--- src/rtl/adc_scan_pkg.sv ---
// Shared constants, FSM state encoding and command builder for the ADC scan controller.
package adc_scan_pkg;

  localparam int unsigned CMD_BITS  = 16;
  localparam int unsigned DATA_BITS = 12;
  localparam int unsigned CH_BITS   = 3;

  typedef logic [2:0] state_t;

  localparam state_t StIdle    = 3'd0;
  localparam state_t StCsSetup = 3'd1;
  localparam state_t StShift   = 3'd2;
  localparam state_t StCsHold  = 3'd3;
  localparam state_t StGap     = 3'd4;

  // Start bit, single-ended select, channel, then zero padding; sent MSB first.
  function automatic logic [CMD_BITS-1:0] build_command(input logic [CH_BITS-1:0] ch);
    return {2'b11, ch, 11'b0};
  endfunction

endpackage

--- src/rtl/adc_spi_bit_timer.sv ---
// SCLK half-period timer: counts CLK_DIV system clocks per half and tracks which half
// (low first) is in progress. Restarts from the start of a low half when cleared.
module adc_spi_bit_timer #(
  parameter int unsigned CLK_DIV = 4
) (
  input  logic clock,
  input  logic reset,
  input  logic clear,
  output logic half_tick,
  output logic sample_tick,
  output logic phase_high
);

  localparam int unsigned CntW = (CLK_DIV > 1) ? $clog2(CLK_DIV) : 1;

  logic [CntW-1:0] cnt_q;
  logic            phase_q;

  assign half_tick   = (cnt_q == CntW'(CLK_DIV - 1));
  assign sample_tick = half_tick & phase_q;
  assign phase_high  = phase_q;

  // Half-period counter and low/high phase flag.
  always_ff @(posedge clock) begin
    if (reset || clear) begin
      cnt_q   <= '0;
      phase_q <= 1'b0;
    end else if (half_tick) begin
      cnt_q   <= '0;
      phase_q <= ~phase_q;
    end else begin
      cnt_q   <= cnt_q + 1'b1;
    end
  end

endmodule

--- src/rtl/adc_scan_controller.sv ---
// SPI master that scans ADC channels round-robin, one 16-bit transaction per channel,
// and strobes each 12-bit result out with its channel number.
module adc_scan_controller
  import adc_scan_pkg::*;
#(
  parameter int unsigned CLK_DIV      = 4,
  parameter int unsigned NUM_CHANNELS = 4,
  parameter int unsigned GAP_CYCLES   = 64
) (
  input  logic                 clock,
  input  logic                 reset,
  input  logic                 enable,
  input  logic                 adc_miso,
  output logic                 adc_cs_n,
  output logic                 adc_sclk,
  output logic                 adc_mosi,
  output logic [DATA_BITS-1:0] sample_data,
  output logic [CH_BITS-1:0]   sample_channel,
  output logic                 sample_valid,
  output logic                 busy
);

  localparam int unsigned GapW = (GAP_CYCLES > 1) ? $clog2(GAP_CYCLES) : 1;

  state_t               state_q, state_d;
  logic [3:0]           bit_q;
  logic [GapW-1:0]      gap_q;
  logic [CH_BITS-1:0]   ch_q;
  logic [CMD_BITS-1:0]  cmd_q, cmd_d;
  logic [CMD_BITS-1:0]  rx_q;
  logic                 half_tick, sample_tick, phase_high;
  logic                 sclk_d, finish_xfer;
  logic                 unused_rx_msb;

  // The top response bit falls off the shift register and is never needed.
  assign unused_rx_msb = rx_q[CMD_BITS-1];

  adc_spi_bit_timer #(
    .CLK_DIV(CLK_DIV)
  ) u_bit_timer (
    .clock      (clock),
    .reset      (reset),
    .clear      (state_d != state_q),
    .half_tick  (half_tick),
    .sample_tick(sample_tick),
    .phase_high (phase_high)
  );

  // Next-state decode.
  always_comb begin
    state_d = state_q;
    unique case (state_q)
      StIdle:    if (enable) state_d = StCsSetup;
      StCsSetup: if (half_tick) state_d = StShift;
      StShift:   if (sample_tick && bit_q == 4'd15) state_d = StCsHold;
      StCsHold:  if (half_tick) state_d = StGap;
      StGap:     if (gap_q == GapW'(GAP_CYCLES - 1)) state_d = enable ? StCsSetup : StIdle;
      default:   state_d = StIdle;
    endcase
  end

  assign finish_xfer = (state_q == StCsHold) && (state_d == StGap);

  // SCLK goes high for the second half of each bit period while shifting.
  assign sclk_d = (state_q == StShift) && (state_d == StShift) && (phase_high ^ half_tick);

  // Command shift register: loaded on entry to setup, advanced after each sampled bit.
  always_comb begin
    cmd_d = cmd_q;
    if (state_d == StCsSetup && state_q != StCsSetup) begin
      cmd_d = build_command(ch_q);
    end else if (state_q == StShift && sample_tick) begin
      cmd_d = {cmd_q[CMD_BITS-2:0], 1'b0};
    end
  end

  // FSM, counters and shift registers.
  always_ff @(posedge clock) begin
    if (reset) begin
      state_q <= StIdle;
      bit_q   <= '0;
      gap_q   <= '0;
      ch_q    <= '0;
      cmd_q   <= '0;
      rx_q    <= '0;
    end else begin
      state_q <= state_d;
      cmd_q   <= cmd_d;
      if (state_q != StShift) bit_q <= '0;
      else if (sample_tick)   bit_q <= bit_q + 4'd1;
      if (state_q != StGap) gap_q <= '0;
      else                  gap_q <= gap_q + 1'b1;
      if (state_q == StShift && sample_tick) rx_q <= {rx_q[CMD_BITS-2:0], adc_miso};
      // Leaving the scan always restarts at channel 0.
      if (state_d == StIdle) begin
        ch_q <= '0;
      end else if (finish_xfer) begin
        ch_q <= (ch_q == CH_BITS'(NUM_CHANNELS - 1)) ? '0 : ch_q + 1'b1;
      end
    end
  end

  // Registered outputs, computed from the next state so they line up with it.
  always_ff @(posedge clock) begin
    if (reset) begin
      adc_cs_n       <= 1'b1;
      adc_sclk       <= 1'b0;
      adc_mosi       <= 1'b0;
      sample_data    <= '0;
      sample_channel <= '0;
      sample_valid   <= 1'b0;
      busy           <= 1'b0;
    end else begin
      adc_cs_n     <= !(state_d inside {StCsSetup, StShift, StCsHold});
      adc_sclk     <= sclk_d;
      adc_mosi     <= (state_d inside {StCsSetup, StShift}) ? cmd_d[CMD_BITS-1] : 1'b0;
      busy         <= (state_d != StIdle);
      sample_valid <= finish_xfer;
      if (finish_xfer) begin
        sample_data    <= rx_q[DATA_BITS-1:0];
        sample_channel <= ch_q;
      end
    end
  end

endmodule
--- config.mk ---
export PLATFORM = sky130hd
export DESIGN_NAME = adc_scan_controller
export DESIGN_NICKNAME = d
export VERILOG_FILES = /design/src/rtl/adc_scan_pkg.sv /design/src/rtl/adc_spi_bit_timer.sv /design/src/rtl/adc_scan_controller.sv
export SDC_FILE = /design/constraint.sdc
export NUM_CORES = 1
export LEC_CHECK = 0
export CORE_MARGIN = 2
export CORE_UTILIZATION = 59
export CTS_CLUSTER_DIAMETER = 120
export CTS_CLUSTER_SIZE = 40
export DETAILED_ROUTE_END_ITERATION = 10
export GPL_TIMING_DRIVEN = 0
export PLACE_DENSITY = 0.88
export SLEW_MARGIN = 20
export SYNTH_ARGS = -nofsm -noshare
export SYNTH_HDL_FRONTEND = slang
export SYNTH_HIERARCHICAL = 1
export SYNTH_SLANG_ARGS = --single-unit
--- constraint.sdc ---
create_clock -name clock -period 4.8 [get_ports clock]
set_clock_uncertainty 0.2 [all_clocks]
set_input_delay 1.2 -clock clock [delete_from_list [all_inputs] [get_ports clock]]
set_output_delay 1.2 -clock clock [all_outputs]
set_load 0.02 [all_outputs]
After elaboration in Yosys (flattened, before gate mapping). Index checks and enable logic that the tools add are counted.

Add/subtract/negate cells: 4. Equality and inequality tests: 16. Muxes and demuxes: 10. Bitwise logic cells: 4. Reductions and logical operators: 19.

Operator list (count): $mux W16 (2); $mux W3 (6); $eq A3 B2 Y1 const B (5); $pmux W3 S5 (1); $reduce_or A2 Y1 (5); $add A6 B1 Y6 const B (1); $eq A3 B1 Y1 const B (2); $eq A3 B3 Y1 const B (2); $eq A6 B6 Y1 const B (1); $logic_and A1 B1 Y1 (6); $logic_not A3 Y1 (2); $reduce_bool A3 Y1 (2); $add A4 B1 Y4 const B (1); $eq A4 B4 Y1 const B (1); $reduce_bool A2 Y1 (2); $add A3 B1 Y3 const B (1); $ne A3 B1 Y1 const B (1); $ne A3 B2 Y1 const B (1); $ne A3 B3 Y1 (1); $ne A3 B3 Y1 const B (1); $add A2 B1 Y2 const B (1); $eq A2 B2 Y1 const B (1); $not A1 Y1 (2); $and A1 B1 Y1 (1); other kinds (4) (4).

Register bits: 56. Input bits: 4. Output and inout port bits: 20.

Logic depth before layout (Yosys ltp). Gate-level depths: netlist of run 1.

Depth in word-level cells: 9. Depth in mapped cells: 9.

Hierarchy. The synthesis of run 1 kept the hierarchy.

By module, submodules not included: adc_scan_controller (times used 1, cells an instance 245, area each 2112.0 um2); adc_spi_bit_timer (times used 1, cells an instance 10, area each 133.9 um2).

Worst setup path before layout of run 1. OpenSTA, ideal clock, no wires.

Path kind: input -> register. Start point: input port enable. End point: register cmd_q[12]. Arrival time: 2.367 ns. Required time: 4.479 ns. Path slack: 2.111 ns. Stages: 5. Buffers on the path: 0. Cell sequence: or3b_4 -> o21a_4 -> o211ai_4 -> o211ai_4 -> mux2_4.

Cells in the longest elaborated chain, start to end: 6. Elaborated cells between the ends (all ways): 8. Those cells by class: eq/ne (1); mux (5); reduce/logical (2).

Ends and longest elaborated chain: from (decl) (RTL line adc_scan_controller.sv:12) `input logic enable,`; $mux W1 (RTL line adc_scan_controller.sv:57) `StGap: if (gap_q == GapW'(GAP_CYCLES - 1)) state_d = enable ? StCsSetup : StIdle;`; $mux W3 (RTL line adc_scan_controller.sv:57); $pmux W3 S5 * (RTL line adc_scan_controller.sv:52) `unique case (state_q)`; $eq A3 B1 Y1 * (RTL line adc_scan_controller.sv:70) `if (state_d == StCsSetup && state_q != StCsSetup) begin`; $logic_and A1 B1 Y1 * (RTL line adc_scan_controller.sv:70); $mux W16 / $reduce_bool A2 Y1 (equally long branches); to (signal assigned) (RTL line adc_scan_controller.sv:88) `cmd_q <= cmd_d;`; to (decl) (RTL line adc_scan_controller.sv:29) `logic [CMD_BITS-1:0] cmd_q, cmd_d;`.

Every way passes the cells marked *; elsewhere a longest branch is shown, timed or not. A chain may end at the register's enable or synchronous reset.

Final worst setup path of run 1. Ends and elaborated chain as after synthesis.

==> flow_metrics.tcl, run 1 <==
set metrics [dict create \
    status "completed" \
    final_cells 334 \
    numCtsBuffers 5 \
    routed_via_density 5.437 \
    synthesis.nets 264 \
    timing.rr.start "u_bit_timer/cnt_q[0]" \
    power_uw 788.3 \
    grt_util_met3_pct 6.507 \
    cts_resized 0 \
    grt_pass1_vias 1699 \
    critPathKind "in2reg" \
    synth-edff-count 0 \
    dpl.hpwl_um 3027 \
    gp_congestion 0.7940 \
    area_growth_pct 16.88 \
    setup_tns_ps 0 \
    setup_viol 0 \
    met1_usage_pct 27.64 \
    drc_errors 0 \
    synth-seq-cells 56 \
    netlist_top_cells_area "dfxtp_1 50%, nand2_1 11%, a21oi_1 7.8%, ha_1 2.8%, nor2_1 2.5%" \
    core-area_sq_mm 0.003661 \
    cp-startpoint "enable" \
    required_ps 4810 \
    top_level_ports 24 \
    clk_pin_slew_ps 100 \
    yosys_warnings 6 \
    path_max_fanout 6 \
    track_usage_pct 22.72 \
    clk_path_buf_depth 2 \
    fin_crit_sh_pct 61.12 \
    die-area_sq_mm 0.004316 \
    min_from "sample_data[7]" \
    tightest_slew_ps 580.4 \
    drv_cap 0 \
    grt.met2_usage_pct 35.73 \
    port_buffers 23 \
    htree_levels 2 \
    maxSlewViolCount 0 \
    root_buffer "clkbuf_8" \
    die_w_um 65.70 \
    synthTopCellsByCount "68 x nand2_1, 56 x dfxtp_1, 35 x a21oi_1, 15 x nor2_1, 6 x clkbuf_1" \
    overflow 0 \
    post_drt_wl_per_cell_um 12.93 \
    dr.first_iter.drc_count 118 \
    hold_ws_ps 258.7 \
    clkLatencyLatePin_ps 310 \
    nets 294 \
    cts_hold_buf 0 \
    fp-row-count 22 \
    min_period_ps 2934 \
    drive_above_1_share_pct 9.091 \
    cp-end-kind "flip-flop" \
    p_leak_uw 0.0009109 \
    hold_viol_final 0 \
    critPathLaunchType "primary input" \
    grt_pass1_wl_um 7493 \
    syn_avg_cell_area_sq_um 8.807 \
    grt_max_degree 18 \
    grt-busiest-layer "met2" \
    synthCells 255 \
    die-height_um 65.70 \
    wl_um 4319 \
    yosysSeqAreaShare_pct 49.92 \
    cts_tree "yes" \
    yosysMostFrequentCell "nand2_1" \
    dp_cells 326 \
    yosys.area.top_type "dfxtp_1" \
    ys_types 41 \
    initial_utilization_pct 61.35 \
    diodes 0 \
    num_vias 1816 \
    crit_arrival_ps 2940 \
    min_path_type "reg2reg" \
    ir_drop_mv 0.2054 \
    synth_ff_type "dfxtp_1" \
    slew_headroom_pct 61.17 \
    antenna_found_initial 0 \
    first_pass_iters 4 \
    ant_nets 0 \
    syn-cell-area_sq_mm 0.002246 \
    rsz0062_at_grt "no" \
    synth_top_area_share_pct 49.92 \
    ys_async_sr_fraction_pct 0 \
    cts_num_sinks 56 \
    post_cts_buffers 0 \
    fmax_mhz 340.9 \
    p_per_area_mw_per_mm2 300.3 \
]
-- worst max-delay path, cell delays in order --
cell	delay [ps]
clkdlybuf4s50_1	480
or3b_4	410
o21a_4	220
o211ai_4	130
o211ai_4	180
mux2_4	330
-- flip-flops by register name, indices dropped and copies added (netlist names) --
name,flops
adc_cs_n,1
bit_q,4
state_q,3
sample_valid,1
ch_q,3
gap_q,6
adc_mosi,1
u_bit_timer/cnt_q,2
busy,1
sample_data,12
rx_q,12
sample_channel,3
cmd_q,5
u_bit_timer/phase_high,1
adc_sclk,1
-- logic make-up (layout without fill, tap and decap cells) --
family,after synthesis,after routing,synth area share (%)
XOR/XNOR,9,9,3.509
AND/OR/NAND/NOR,114,114,24.01
multiplexers,4,4,2.229
AO/OA/AOI/OAI,49,49,13.93
flip-flops,56,56,49.92
adder cells (fa/ha/maj),5,5,2.786
buffers and inverters,18,49,3.621
-- through the flow --
step | utilization [%] | setup slack [ps] | cell area [sq um]
after detailed placement | 69.28 | 1527 | 2536
after global routing | 71.70 | 1823 | 2625
after floorplan | - | 2111 | 2246
after CTS | 71.70 | 1872 | 2625
after global placement | 69.28 | 1546 | 2536
final | 71.70 | 1866 | 2625
-- placed cells by master, fill, tap and decap left out, types with 5 or more instances in the layout --
master / count
a21oi_1: 35
buf_2: 5
clkbuf_1: 7
clkbuf_8: 5
clkdlybuf4s50_1: 23
dfxtp_1: 56
ha_1: 5
nand2_1: 68
nor2_1: 15
xor2_1: 5
-- per-layer routing --
metal | vias to the layer above | share of wire (%)
met5 | - | 0
met4 | 0 | 3.2
met3 | 16 | 4.5
met2 | 45 | 47
met1 | 841 | 45
li1 | 914 | -
-- layout make-up --
class	instances	area [sq um]
well taps	48	60.06
fillers	285	1036
repair buffers	23	230.2
flip-flops and latches	56	1121
clock inverters	2	16.27
plain buffers	14	66.31
clock buffers	6	72.57
multi-input cells	181	1044
inverters	4	15.01
-- final timing paths --
check,to,slack [ps],cells past startpoint
worst min-delay path,sample_data[7],260,2
worst max-delay path,cmd_q[12],1870,6
worst min register to register,sample_data[7],260,2
worst max register to register,u_bit_timer/cnt_q[0],2360,8
-- power breakdown --
part / internal (uW) / switching, uW / leakage, uW / total (uW)
Clock: 104 / 147 / 0.0000414 / 251
Sequential: 473 / 4.16 / 0.000453 / 477
Combinational: 27.8 / 32.4 / 0.000417 / 60.2
Power figures use the tool's default switching activity.
==> run 2: changes to the inputs <==
- CORE_UTILIZATION: 59 -> 50
- PLACE_DENSITY: 0.88 -> 0.8
- clock period: 4.8 -> 2.42 ns (I/O delays scaled with it)
==> run 2 against run 1 <==
  * Clock power up 110%
  * Largest cell class unchanged
  * Sequential share of layout area down 0.95 points
  * Total power up 110%
  * Register-to-register slack worse by 2300 ps
  * Final area up 2.4%
==> flow_metrics.tcl, run 2 (synthesis results as in run 1) <==
set metrics [dict create \
    required_ps 2420 \
    layout_commonest_cell "nand2_1" \
    gp_congestion 0.8101 \
    dr.first_iter.drc_count 80 \
    p_per_area_mw_per_mm2 602.6 \
    cpMostUsedCell "o211ai_4" \
    grt_max_degree 16 \
    slew_headroom_pct 64.66 \
    setup_viol 0 \
    whs_path_depth 1 \
    diodes 0 \
    nets 296 \
    path_max_fanout 6 \
    overflow 0 \
    wl_um 4174 \
    dp_cells 330 \
    critPathLaunchType "primary input" \
    status "completed" \
    final_cells 339 \
    most-common-layout-cells "68 x nand2_1, 55 x dfxtp_1, 35 x a21oi_1, 23 x clkdlybuf4s50_1, 15 x nor2_1" \
    ir_drop_mv 0.3704 \
    grt_pass1_vias 1659 \
    clkLatencyLatePin_ps 310 \
    die_w_um 71.02 \
    drc_errors 0 \
    drv_cap 0 \
    die-height_um 71.02 \
    initial_utilization_pct 51.58 \
    p_leak_uw 0.0009301 \
    numCtsBuffers 5 \
    post_drt_wl_per_cell_um 12.31 \
    hold_ws_ps 249.4 \
    worstRegToRegCells 7 \
    dpl.hpwl_um 2828 \
    cts_tree "yes" \
    core-area_sq_mm 0.004354 \
    clk_pin_slew_ps 90 \
    rsz0062_at_grt "no" \
    antenna_found_initial 0 \
    fin_crit_sh_pct 97.34 \
    worstReg2RegEnd "u_bit_timer/cnt_q[0]" \
    cp-end-kind "flip-flop" \
    maxSlewViolCount 0 \
    cts_num_sinks 56 \
    critPathKind "in2reg" \
    min_path_type "reg2reg" \
    fp-row-count 24 \
    timing.rr.start "u_bit_timer/cnt_q[0]" \
    num_vias 1762 \
    die-area_sq_mm 0.005044 \
    tightest_slew_ps 528.1 \
    min_period_ps 2356 \
    clk_path_buf_depth 2 \
    area_growth_pct 19.67 \
    track_usage_pct 17.84 \
    root_buffer "clkbuf_8" \
    htree_levels 2 \
    drive_above_1_share_pct 10.80 \
    top_level_ports 24 \
    port_buffers 23 \
    largest_registers "rx_q (12), sample_data (12), gap_q (6)" \
    ant_nets 0 \
    critPathSlowestCell "clkdlybuf4s50_1" \
    min_from "gap_q[0]" \
    regToRegSetupSlack_ps 100 \
    crit_arrival_ps 2350 \
    critPathMaxStageDelay_ps 480 \
    grt_pass1_wl_um 7203 \
    min_delay_worst_endpoint "gap_q[0]" \
    crit_chain "clkdlybuf4s50_1, or3b_4, o21a_4, o211ai_4, o211ai_4, mux2_4" \
    hold_viol_final 0 \
    fmax_mhz 424.5 \
    first_pass_iters 4 \
    routed_via_density 5.198 \
]
==> run 2: worst max path at each step <==
| stage | startpoint | endpoint | slack, ps | depth (start not counted) |
|---|---|---|---|---|
| 2_1_floorplan | u_bit_timer/cnt_q[0] | u_bit_timer/cnt_q[1] | 200 | 8 |
| 3_3_place_gp | enable | cmd_q[12] | -250 | 6 |
| 3_5_place_dp | enable | cmd_q[13] | -240 | 6 |
| 4_1_cts | u_bit_timer/cnt_q[0] | u_bit_timer/cnt_q[0] | 30 | 8 |
| 5_1_grt | enable | cmd_q[12] | 20 | 6 |
| 6_report | enable | cmd_q[12] | 60 | 6 |
==> run 2: what timing repair did <==
| item | 4_1_cts | 5_1_grt |
|---|---|---|
| hold buffers | 0 | 0 |
| endpoints found under the hold margin | 0 | 0 |
| cloned | 0 | 0 |
| endpoints found under the setup margin | 1 | 6 |
| setup buffers | 0 | 3 |
| pin swaps | 1 | 1 |
| resized for setup | 2 | 4 |
==> run 2: where the power goes <==
part | leakage, uW | internal, uW | switching (uW) | total [uW]
Sequential | 0.000453 | 938 | 9.07 | 947
Combinational | 0.000427 | 67.6 | 70.0 | 138
Clock | 0.0000503 | 255 | 279 | 535
Total | 0.000930 | 1260 | 358 | 1620
==> run 2: through the flow <==
| step | setup TNS (ps) | util (%) | total power, uW | setup WS [ps] | area, sq um |
|---|---|---|---|---|---|
| floorplan | 0 | - | 1053 | 196.1 | 2246 |
| detailed placement | -4851 | 58.36 | 1086 | -243.5 | 2541 |
| CTS | 0 | 60.86 | 1618 | 32.35 | 2650 |
| global placement | -3591 | 58.36 | 1084 | -249.8 | 2541 |
| finish | 0 | 61.72 | 1620 | 64.32 | 2688 |
| global route | 0 | 61.72 | 1679 | 15.42 | 2688 |
==> run 2: area by class of cell <==
class | instances | area (sq um)
plain buffers | 13 | 62.56
clock buffers | 7 | 96.34
fillers | 388 | 1667
inverters | 4 | 15.01
multi-input cells | 181 | 1074
flip-flops and latches | 56 | 1122
well taps | 52 | 65.06
repair buffers | 26 | 252.7
==> run 2: per-layer routing <==
metal	vias up	track usage (%)	routed length, um
met5	-	0	0
met4	0	7.338	82
met3	8	4.274	153
met2	32	28.66	1867
met1	808	23.15	2070
li1	914	-	-
==> run 2: worst max-delay path: cells and delay by family <==
kind	cells	cell delay (ps)
AND/OR/NAND/NOR	1	410
multiplexers	1	320
buffers and inverters	1	480
AO/OA/AOI/OAI	3	530
